## src/rtl/reg_write_arbiter_if.sv

```systemverilog
// Handshake and write-port bundle between the three write sources and the
// register-bank write arbiter.
interface reg_write_arbiter_if #(
  parameter int unsigned N        = 8,
  parameter int unsigned NUM_REGS = 4,
  parameter int unsigned ADDR_W   = 2
);
  logic                  stall;
  logic [2:0]            req_valid;
  logic [3*ADDR_W-1:0]   req_addr;
  logic [3*N-1:0]        req_data;
  logic [2:0]            req_ready;
  logic [NUM_REGS-1:0]   reg_we;
  logic [N-1:0]          reg_data;
  logic                  err_addr;
  logic [7:0]            contention_cnt;

  // Arbiter side.
  modport slave (
    input  stall, req_valid, req_addr, req_data,
    output req_ready, reg_we, reg_data, err_addr, contention_cnt
  );

  // Requester / environment side.
  modport master (
    output stall, req_valid, req_addr, req_data,
    input  req_ready, reg_we, reg_data, err_addr, contention_cnt
  );
endinterface

```

## src/rtl/reg_write_arbiter.sv

```systemverilog
// Round-robin arbiter sharing the single register-bank write port among the
// ALU (0), memory load (1) and immediate/move (2) sources. Accepted writes
// appear one cycle later as a one-hot write enable plus shared data.
module reg_write_arbiter #(
  parameter int unsigned N        = 8,
  parameter int unsigned NUM_REGS = 4,
  parameter int unsigned ADDR_W   = 2
) (
  input  logic                clk,
  input  logic                rst_n,
  reg_write_arbiter_if.slave  io_bus
);

  logic [1:0]          r_ptr;
  logic [1:0]          w_ptr_d;
  logic [2:0]          w_grant;
  logic [1:0]          w_sel;
  logic                w_xfer;
  logic [ADDR_W-1:0]   w_addr;
  logic [N-1:0]        w_data;
  logic                w_addr_ok;
  logic [NUM_REGS-1:0] w_we_d;
  logic                w_contend;

  logic [NUM_REGS-1:0] r_we;
  logic [N-1:0]        r_data;
  logic                r_err;
  logic [7:0]          r_cnt;

  // Grant the first valid requester starting from the round-robin pointer.
  always_comb begin
    w_grant = 3'b000;
    if (!io_bus.stall) begin
      unique case (r_ptr)
        2'd1: begin
          if      (io_bus.req_valid[1]) w_grant = 3'b010;
          else if (io_bus.req_valid[2]) w_grant = 3'b100;
          else if (io_bus.req_valid[0]) w_grant = 3'b001;
        end
        2'd2: begin
          if      (io_bus.req_valid[2]) w_grant = 3'b100;
          else if (io_bus.req_valid[0]) w_grant = 3'b001;
          else if (io_bus.req_valid[1]) w_grant = 3'b010;
        end
        default: begin
          if      (io_bus.req_valid[0]) w_grant = 3'b001;
          else if (io_bus.req_valid[1]) w_grant = 3'b010;
          else if (io_bus.req_valid[2]) w_grant = 3'b100;
        end
      endcase
    end
  end

  // Encode the grant and mux the winning address/data.
  always_comb begin
    w_sel = 2'd0;
    if (w_grant[1]) w_sel = 2'd1;
    if (w_grant[2]) w_sel = 2'd2;
    unique case (w_sel)
      2'd1: begin
        w_addr = io_bus.req_addr[ADDR_W +: ADDR_W];
        w_data = io_bus.req_data[N +: N];
      end
      2'd2: begin
        w_addr = io_bus.req_addr[2*ADDR_W +: ADDR_W];
        w_data = io_bus.req_data[2*N +: N];
      end
      default: begin
        w_addr = io_bus.req_addr[0 +: ADDR_W];
        w_data = io_bus.req_data[0 +: N];
      end
    endcase
  end

  // Grant is only ever raised for a valid requester, so any grant is a transfer.
  assign w_xfer    = |w_grant;
  assign w_addr_ok = 32'(w_addr) < NUM_REGS;
  assign w_contend = !io_bus.stall &&
                     ((io_bus.req_valid[0] && io_bus.req_valid[1]) ||
                      (io_bus.req_valid[0] && io_bus.req_valid[2]) ||
                      (io_bus.req_valid[1] && io_bus.req_valid[2]));

  // Decode the accepted address into a one-hot enable; out-of-range decodes to zero.
  always_comb begin
    w_we_d = '0;
    for (int unsigned r = 0; r < NUM_REGS; r++) begin
      w_we_d[r] = w_xfer && (32'(w_addr) == r);
    end
  end

  // Next pointer: the requester after the one just served.
  always_comb begin
    w_ptr_d = r_ptr;
    if (w_xfer) begin
      unique case (w_sel)
        2'd1:    w_ptr_d = 2'd2;
        2'd2:    w_ptr_d = 2'd0;
        default: w_ptr_d = 2'd1;
      endcase
    end
  end

  // Pointer, registered write port, error pulse and saturating contention count.
  always_ff @(posedge clk or negedge rst_n) begin
    if (!rst_n) begin
      r_ptr  <= 2'd0;
      r_we   <= '0;
      r_data <= '0;
      r_err  <= 1'b0;
      r_cnt  <= 8'd0;
    end else begin
      r_ptr <= w_ptr_d;
      r_we  <= w_we_d;
      r_err <= w_xfer && !w_addr_ok;
      if (w_xfer) begin
        r_data <= w_data;
      end
      if (w_contend && (r_cnt != 8'hFF)) begin
        r_cnt <= r_cnt + 8'd1;
      end
    end
  end

  assign io_bus.req_ready      = w_grant;
  assign io_bus.reg_we         = r_we;
  assign io_bus.reg_data       = r_data;
  assign io_bus.err_addr       = r_err;
  assign io_bus.contention_cnt = r_cnt;

endmodule

```

## src/flat_wrapper.sv

```systemverilog
// flat-port wrapper written by rule: the top's interface ports become plain ports
module reg_write_arbiter_flat 
#(
  parameter int unsigned N        = 8,
  parameter int unsigned NUM_REGS = 4,
  parameter int unsigned ADDR_W   = 2
)
  (clk, rst_n, io_bus_stall, io_bus_req_valid, io_bus_req_addr, io_bus_req_data, io_bus_req_ready, io_bus_reg_we, io_bus_reg_data, io_bus_err_addr, io_bus_contention_cnt);
  reg_write_arbiter_if #(.N(N), .NUM_REGS(NUM_REGS), .ADDR_W(ADDR_W)) io_bus_i ();
  input  logic clk;
  input  logic rst_n;
  input wire logic [$bits(io_bus_i.stall)-1:0] io_bus_stall;
  input wire logic [$bits(io_bus_i.req_valid)-1:0] io_bus_req_valid;
  input wire logic [$bits(io_bus_i.req_addr)-1:0] io_bus_req_addr;
  input wire logic [$bits(io_bus_i.req_data)-1:0] io_bus_req_data;
  output wire logic [$bits(io_bus_i.req_ready)-1:0] io_bus_req_ready;
  output wire logic [$bits(io_bus_i.reg_we)-1:0] io_bus_reg_we;
  output wire logic [$bits(io_bus_i.reg_data)-1:0] io_bus_reg_data;
  output wire logic [$bits(io_bus_i.err_addr)-1:0] io_bus_err_addr;
  output wire logic [$bits(io_bus_i.contention_cnt)-1:0] io_bus_contention_cnt;
  assign io_bus_i.stall = io_bus_stall;
  assign io_bus_i.req_valid = io_bus_req_valid;
  assign io_bus_i.req_addr = io_bus_req_addr;
  assign io_bus_i.req_data = io_bus_req_data;
  assign io_bus_req_ready = io_bus_i.req_ready;
  assign io_bus_reg_we = io_bus_i.reg_we;
  assign io_bus_reg_data = io_bus_i.reg_data;
  assign io_bus_err_addr = io_bus_i.err_addr;
  assign io_bus_contention_cnt = io_bus_i.contention_cnt;
  reg_write_arbiter #(.N(N), .NUM_REGS(NUM_REGS), .ADDR_W(ADDR_W)) u_core (.clk(clk), .rst_n(rst_n), .io_bus(io_bus_i));
endmodule
```

## config.mk

```make
export PLATFORM = sky130hd
export DESIGN_NAME = reg_write_arbiter_flat
export DESIGN_NICKNAME = d
export VERILOG_FILES = /design/src/rtl/reg_write_arbiter_if.sv /design/src/rtl/reg_write_arbiter.sv /design/src/flat_wrapper.sv
export SDC_FILE = /design/constraint.sdc
export NUM_CORES = 1
export LEC_CHECK = 0
export ABC_AREA = 1
export BUFFER_PORTS_ARGS = -buffer_cell sky130_fd_sc_hd__clkbuf_2
export CAP_MARGIN = 20
export CORE_ASPECT_RATIO = 0.5
export CORE_MARGIN = 5
export CORE_UTILIZATION = 35
export CTS_CLUSTER_SIZE = 8
export DETAILED_ROUTE_END_ITERATION = 16
export REMOVE_ABC_BUFFERS = 1
export SLEW_MARGIN = 20
export SYNTH_ARGS = -nofsm -noshare
export SYNTH_HDL_FRONTEND = slang
export SYNTH_SLANG_ARGS = --single-unit
```

## constraint.sdc

```tcl
create_clock -name clk -period 3 [get_ports clk]
set_input_delay 0 -clock clk [delete_from_list [all_inputs] [get_ports clk]]
set_output_delay 0 -clock clk [all_outputs]
set_load 0.05 [all_outputs]
```

==> Yosys cells after proc, flatten, opt, wreduce, memory -nomap -nowiden <==
Cells that the tools add are included.
{ "totals": {"ff_bits": 22, "latch_bits": 0, "ram_bits": 0, "rom_bits": 0, "input_bits": 36, "out_inout_bits": 24, "mem_count": 0} }
{ "op_classes": {"addsub": 1, "mul": 0, "n_div": 0, "order_cmp": 0, "eq_ne": 8, "shifts": 0, "muxes": 16, "bitwise_logic": 0, "n_reduce_logical": 14} }
{ "ops": {"columns": ["cell", "n"], "rows": [
  ["3-bit two-way mux", 8],
  ["8-bit one-hot mux with 2 select lines", 1],
  ["1-bit logical AND", 9],
  ["8-bit by 1-bit adder with 8-bit output (second input constant)", 1],
  ["2-bit == test (second input constant)", 4],
  ["8-bit != test (second input constant)", 1],
  ["2-bit one-hot mux with 2 select lines", 2],
  ["2-bit by 1-bit == test with 1-bit output (second input constant)", 3],
  ["3-bit one-hot mux with 2 select lines", 1],
  ["2-bit two-way mux", 2],
  ["3-bit OR reduction", 1],
  ["2-bit zero test", 1],
  ["1-bit logical OR", 2],
  ["1-bit two-way mux", 2],
  ["1-bit zero test", 1]
]} }

==> Depth between registers and ports, before layout <==
{ "logic_depth": {"ltp_word": 11, "mapped_depth": 13, "depth_no_buf": 13} }

==> Worst setup path before layout <==
Ideal clock, no wire load.
{ "synth_path": {"path_kind": "register to register", "start": "register u_core.r_ptr[1]", "end": "register u_core.r_we[0] (netlist: u_core.io_bus.reg_we[0])", "setup_time_ps": 119, "arrival_time_ps": 1750, "setup_slack_ps": 1131, "path_stages_with_launch": 11, "path_buffers": 0, "synth_period_minus_slack_ps": 1869, "path_cell_list": "dfrtp_1 ha_1 inv_1 nand2_1 nand2_2 a21oi_2 nand3_1 nand2_1 inv_1 nand2_1 nor2_1"} }
{ "synth_via": {"elab_chain_cells": 9} }
{ "synth_rtl": {"columns": ["item", "line_no", "text"], "rows": [
  ["start, declared", "reg_write_arbiter.sv:14", "logic [1:0] r_ptr;"],
  ["start signal, assigned", "reg_write_arbiter.sv:112", "r_ptr <= w_ptr_d;"],
  ["2-bit == test / 2-bit by 1-bit == test with 1-bit output (equally long branches)", "reg_write_arbiter.sv:34", "unique case (r_ptr)"],
  ["3-bit one-hot mux with 2 select lines (*)", "reg_write_arbiter.sv:34", null],
  ["3-bit two-way mux (*)", "reg_write_arbiter.sv:33", "if (!io_bus.stall) begin"],
  ["named net io_bus_req_ready[1]", "flat_wrapper.sv:16", "output wire logic [$bits(io_bus_i.req_ready)-1:0] io_bus_req_ready;"],
  ["1-bit two-way mux", "reg_write_arbiter.sv:57", "if (w_grant[1]) w_sel = 2'd1;"],
  ["2-bit two-way mux", "reg_write_arbiter.sv:58", "if (w_grant[2]) w_sel = 2'd2;"],
  ["2-bit == test / 2-bit by 1-bit == test with 1-bit output (equally long branches)", "reg_write_arbiter.sv:59", "unique case (w_sel)"],
  ["2-bit one-hot mux with 2 select lines", "reg_write_arbiter.sv:59", null],
  ["2-bit zero test", "reg_write_arbiter.sv:87", "w_we_d[r] = w_xfer && (32'(w_addr) == r);"],
  ["1-bit logical AND (*)", "reg_write_arbiter.sv:87", null],
  ["named net u_core.w_we_d[0]", "reg_write_arbiter.sv:22", "logic [NUM_REGS-1:0] w_we_d;"],
  ["end signal, assigned", "reg_write_arbiter.sv:113", "r_we <= w_we_d;"],
  ["end, declared", "reg_write_arbiter.sv:25", "logic [NUM_REGS-1:0] r_we;"]
]} }
The timed path passes the listed nets; every way through them passes the cells marked *.
A chain may end at the register's enable or synchronous reset.

==> Worst setup path in the final report <==
{ "layout_path": {"start": "register u_core.r_ptr[0]", "end": "output port io_bus_req_ready[0]"} }
{ "layout_via": {"elab_chain_cells": 3} }
{ "layout_rtl": {"columns": ["item", "line_no"], "rows": [
  ["2-bit == test / 2-bit by 1-bit == test with 1-bit output (equally long branches)", "reg_write_arbiter.sv:34"],
  ["3-bit one-hot mux with 2 select lines (*)", "reg_write_arbiter.sv:34"],
  ["3-bit two-way mux (*)", "reg_write_arbiter.sv:33"],
  ["end, declared", "flat_wrapper.sv:16"]
]} }
Mark *: on every way between the ends. The rest lies on a longest branch, timed or not.

==> results.cfg <==
[critical_path]
crit_arrival_ns = 2.02
cp_data_required_time_ns = 3.00
timing.critical_path.cells = inv_1, ha_1, inv_1, nand2_1, nand2_1, inv_1, clkbuf_2
critPathKind = register to primary output
critical_path.top_delay_family = simple AND/OR/NAND/NOR gates
worst_path_largest_cell_delay_ns = 0.51
worst_path_most_repeated_cell = sky130_fd_sc_hd__inv_1
endpoint_kind = primary output
crit_path_start_kind = register
crit_slowest_cell = sky130_fd_sc_hd__nand2_1
cp.buffers_inverters = 4
path_max_fanout = 21

[flow_run]
max_cap_violations = 0

[cells_and_area]
diodes = 0
areaGrowthSynthToFinish_pct = 36.0
regArea_um2 = 551
fill_cells = 359
layout.cells.non_filler = 299
drive_gt1_frac = 0.319
net_count_of_the_finished_layout = 288
design_area_um2 = 1830
multiInputGateArea_um2 = 691

[placed_design]
placedInstanceArea_um2 = 1670
portBuffers = 58
gp_routability_congestion = 0.765
dp.cells = 286
place.detailed.hpwl_mm = 2.55

[route]
detail_route.wirelength_mm = 3.25
routed_met1_length_mm = 1.48
route.antenna.remaining_nets = 0
drt_drc_violations_left = 0
dr_total_vias = 1326
routed_wire_length_per_instance_um = 10.9
dr_wl_met3_um = 208
top_signal_layer_used = met4
met2_length_mm = 1.54
detail_route.iter0.violations = 36
drt-vias-per-instance = 4.43
dr.pass1.iters = 4

[clock_tree]
htree_levels = 1
cts_setup_buffers = 0
root_buffer = sky130_fd_sc_hd__clkbuf_8
maximum_number_of_buffers_from_clock_root_to_sink = 2
cts_num_sinks = 22
clkSlewWorstSetupHoldPaths_ns = 0.09
cts_made_buffers = 3
insertion_delay_ns = 0.26
clock_tree_from_tritoncts = yes

[grt]
overall_overflow_remaining_after_global_route = 0
grt_start_max_net_pins = 23
number_of_global_route_vias_before_repair = 1204
grt_antenna_before_repair = 0
first_pass_grt_wire_length_mm = 5.31
gr-usage-all-layers = 0.125

[synth]
seq_area_frac_synth = 0.409
synth_enable_flop_cells = 0
netlist_top_cells_area = sky130_fd_sc_hd__dfrtp_1, sky130_fd_sc_hd__nand2_1, sky130_fd_sc_hd__nor2_1
synth.yosys.warnings = 0
synth_compound_gate_area_share = 0.0540
async_reset_ff_frac = 1.00
most_used_flip_flop_cell_after_synthesis = sky130_fd_sc_hd__dfrtp_1
syn-instance-count = 181
synth_seq_cells = 22
synthesized_area_divided_by_synthesized_cell_count_um2 = 7.43
synthSimpleGateAreaFrac = 0.383
synthAdderAreaFrac = 0.0279
synth.most_common_cell = sky130_fd_sc_hd__nand2_1
synth_area_leader_cell = sky130_fd_sc_hd__dfrtp_1
number_of_unique_standard_cell_types_used_by_synthesis = 26
mappedNetlistArea_um2 = 1350
synthXorXnorAreaFrac = 0.0456
yosys.area.top_type_share = 0.409
synthMuxAreaShare = 0
synth.cells.most_frequent = sky130_fd_sc_hd__nand2_1, sky130_fd_sc_hd__dfrtp_1, sky130_fd_sc_hd__nor2_1
synth_top_family_by_area = simple AND/OR/NAND/NOR gates

[floorplan]
die_area_um2 = 5260
initial_core_util = 0.377
horizontal_die_dimension_um = 97.7
std_cell_rows = 15
die_height_um = 53.8
core-area_um2 = 3570
ioPinCount = 60

[pwr]
static-leakage-power_nw = 1.03
pwr_density_cell_nw_per_um2 = 1020
ir_drop_v = 0.000400

[sta]
fin_crit_ns = 2.02
finalHoldViolCount = 0
maxSlewHeadroom = 0.538
setup_viol = 0
fmax_ghz = 0.496
finalCritPeriodShare = 0.673
grt_setup_unrepaired = false
setup_total_negative_slack_ns = 0
setup_skew_ns = 0.00447
worst-slew-pin-transition_ns = 0.692
drv_slew = 0

[min_path]
hp-class = primary input to register

[run_status]
run_status = finished clean
==> worst reg2reg max path, cell delays in order (launching register included) <==
cell,delay (ns)
sky130_fd_sc_hd__dfrtp_1,0.36
sky130_fd_sc_hd__inv_1,0.06
sky130_fd_sc_hd__ha_1,0.31
sky130_fd_sc_hd__inv_1,0.11
sky130_fd_sc_hd__nand2_1,0.06
sky130_fd_sc_hd__nand2_1,0.51
sky130_fd_sc_hd__nor2_1,0.11
sky130_fd_sc_hd__nor2_1,0.15
sky130_fd_sc_hd__nor2_1,0.06
==> where the power goes <==
part / total, mW / internal (mW) / switching (mW)
logic: 1.08 / 0.296 / 0.785
registers: 0.501 / 0.417 / 0.0843
clock network: 0.279 / 0.178 / 0.101
==> routing by layer <==
layer,up-vias,track usage
li1,693,-
met1,595,0.152
met5,-,0
met2,36,0.228
met4,0,0.0276
met3,2,0.0336
==> final cells by class <==
type                            instances  area share
Inverter                               18      0.0397
Clock inverter                          1      0.0164
Multi-Input combinational cell        137       0.378
Tap cell                               51      0.0349
Clock buffer                            3      0.0226
Sequential cell                        22       0.301
Timing Repair Buffer                   67       0.208
==> placed cells by master, fill, tap and decap left out, drive strengths merged <==
cell type    synthesis  final
bufinv               0      1
nand4                2      2
nor2                22     22
o21ai               10     10
ha                   3      3
nor3                 2      2
a21oi                3      3
inv                 18     18
nand3b               8      8
nand2               72     72
xor2                 4      4
dfrtp               22     22
xnor2                3      3
dlygate4sd3          0      9
conb                 1      1
clkbuf               0     61
nand3                7      7
==> stage by stage <==
| stage | setup WS, ns | power (mW) | utilization | hold slack (ns) |
|---|---|---|---|---|
| CTS | 0.956 | 1.89 | 0.513 | 0.0247 |
| global placement | 1.25 | 1.58 | 0.468 | 0.0182 |
| global route | 0.795 | 2.01 | 0.513 | 0.0424 |
| detailed placement | 1.18 | 1.60 | 0.468 | 0.0319 |
| floorplan | 1.13 | 1.34 | - | -0.296 |
| finish | 0.982 | 1.86 | 0.513 | 0.0306 |
==> what timing repair did <==
item | in CTS | in global routing
hold endpoints to repair | 30 | 0
hold buffers | 9 | 0
resized for setup | 0 | 0
==> final timing paths <==
check                      cells after the start                               to  slack, ns                       startpoint
hold reg to reg                                1  u_core.io_bus.contention_cnt[2]       0.53  u_core.io_bus.contention_cnt[2]
setup / recovery                               7              io_bus_req_ready[0]       0.98                  u_core.r_ptr[0]
setup reg to reg                               8          u_core.io_bus.reg_we[3]       1.18                  u_core.r_ptr[0]
min in group asynchronous                      2          u_core.io_bus.reg_we[0]       0.26                            rst_n
hold / removal                                 5        u_core.io_bus.reg_data[3]       0.03              io_bus_req_data[19]
max in group asynchronous                      2          u_core.io_bus.reg_we[1]       2.37                            rst_n
==> kinds of logic after synthesis <==
kind of cell | after synthesis
AOI/OAI and AO/OA | 13
xor gates and xnor gates | 7
adders and majority gates | 3
buffers and inverters | 22
DFF | 22
other | 1
and+or+nand+nor | 113
==> sequential cells by signal, summed over array words and instances, names as in the netlist <==
signal	flops
u_core.io_bus.reg_data	8
u_core.r_ptr	2
u_core.io_bus.reg_we	4
u_core.io_bus.contention_cnt	8
Power figures use the tool's default switching activity.
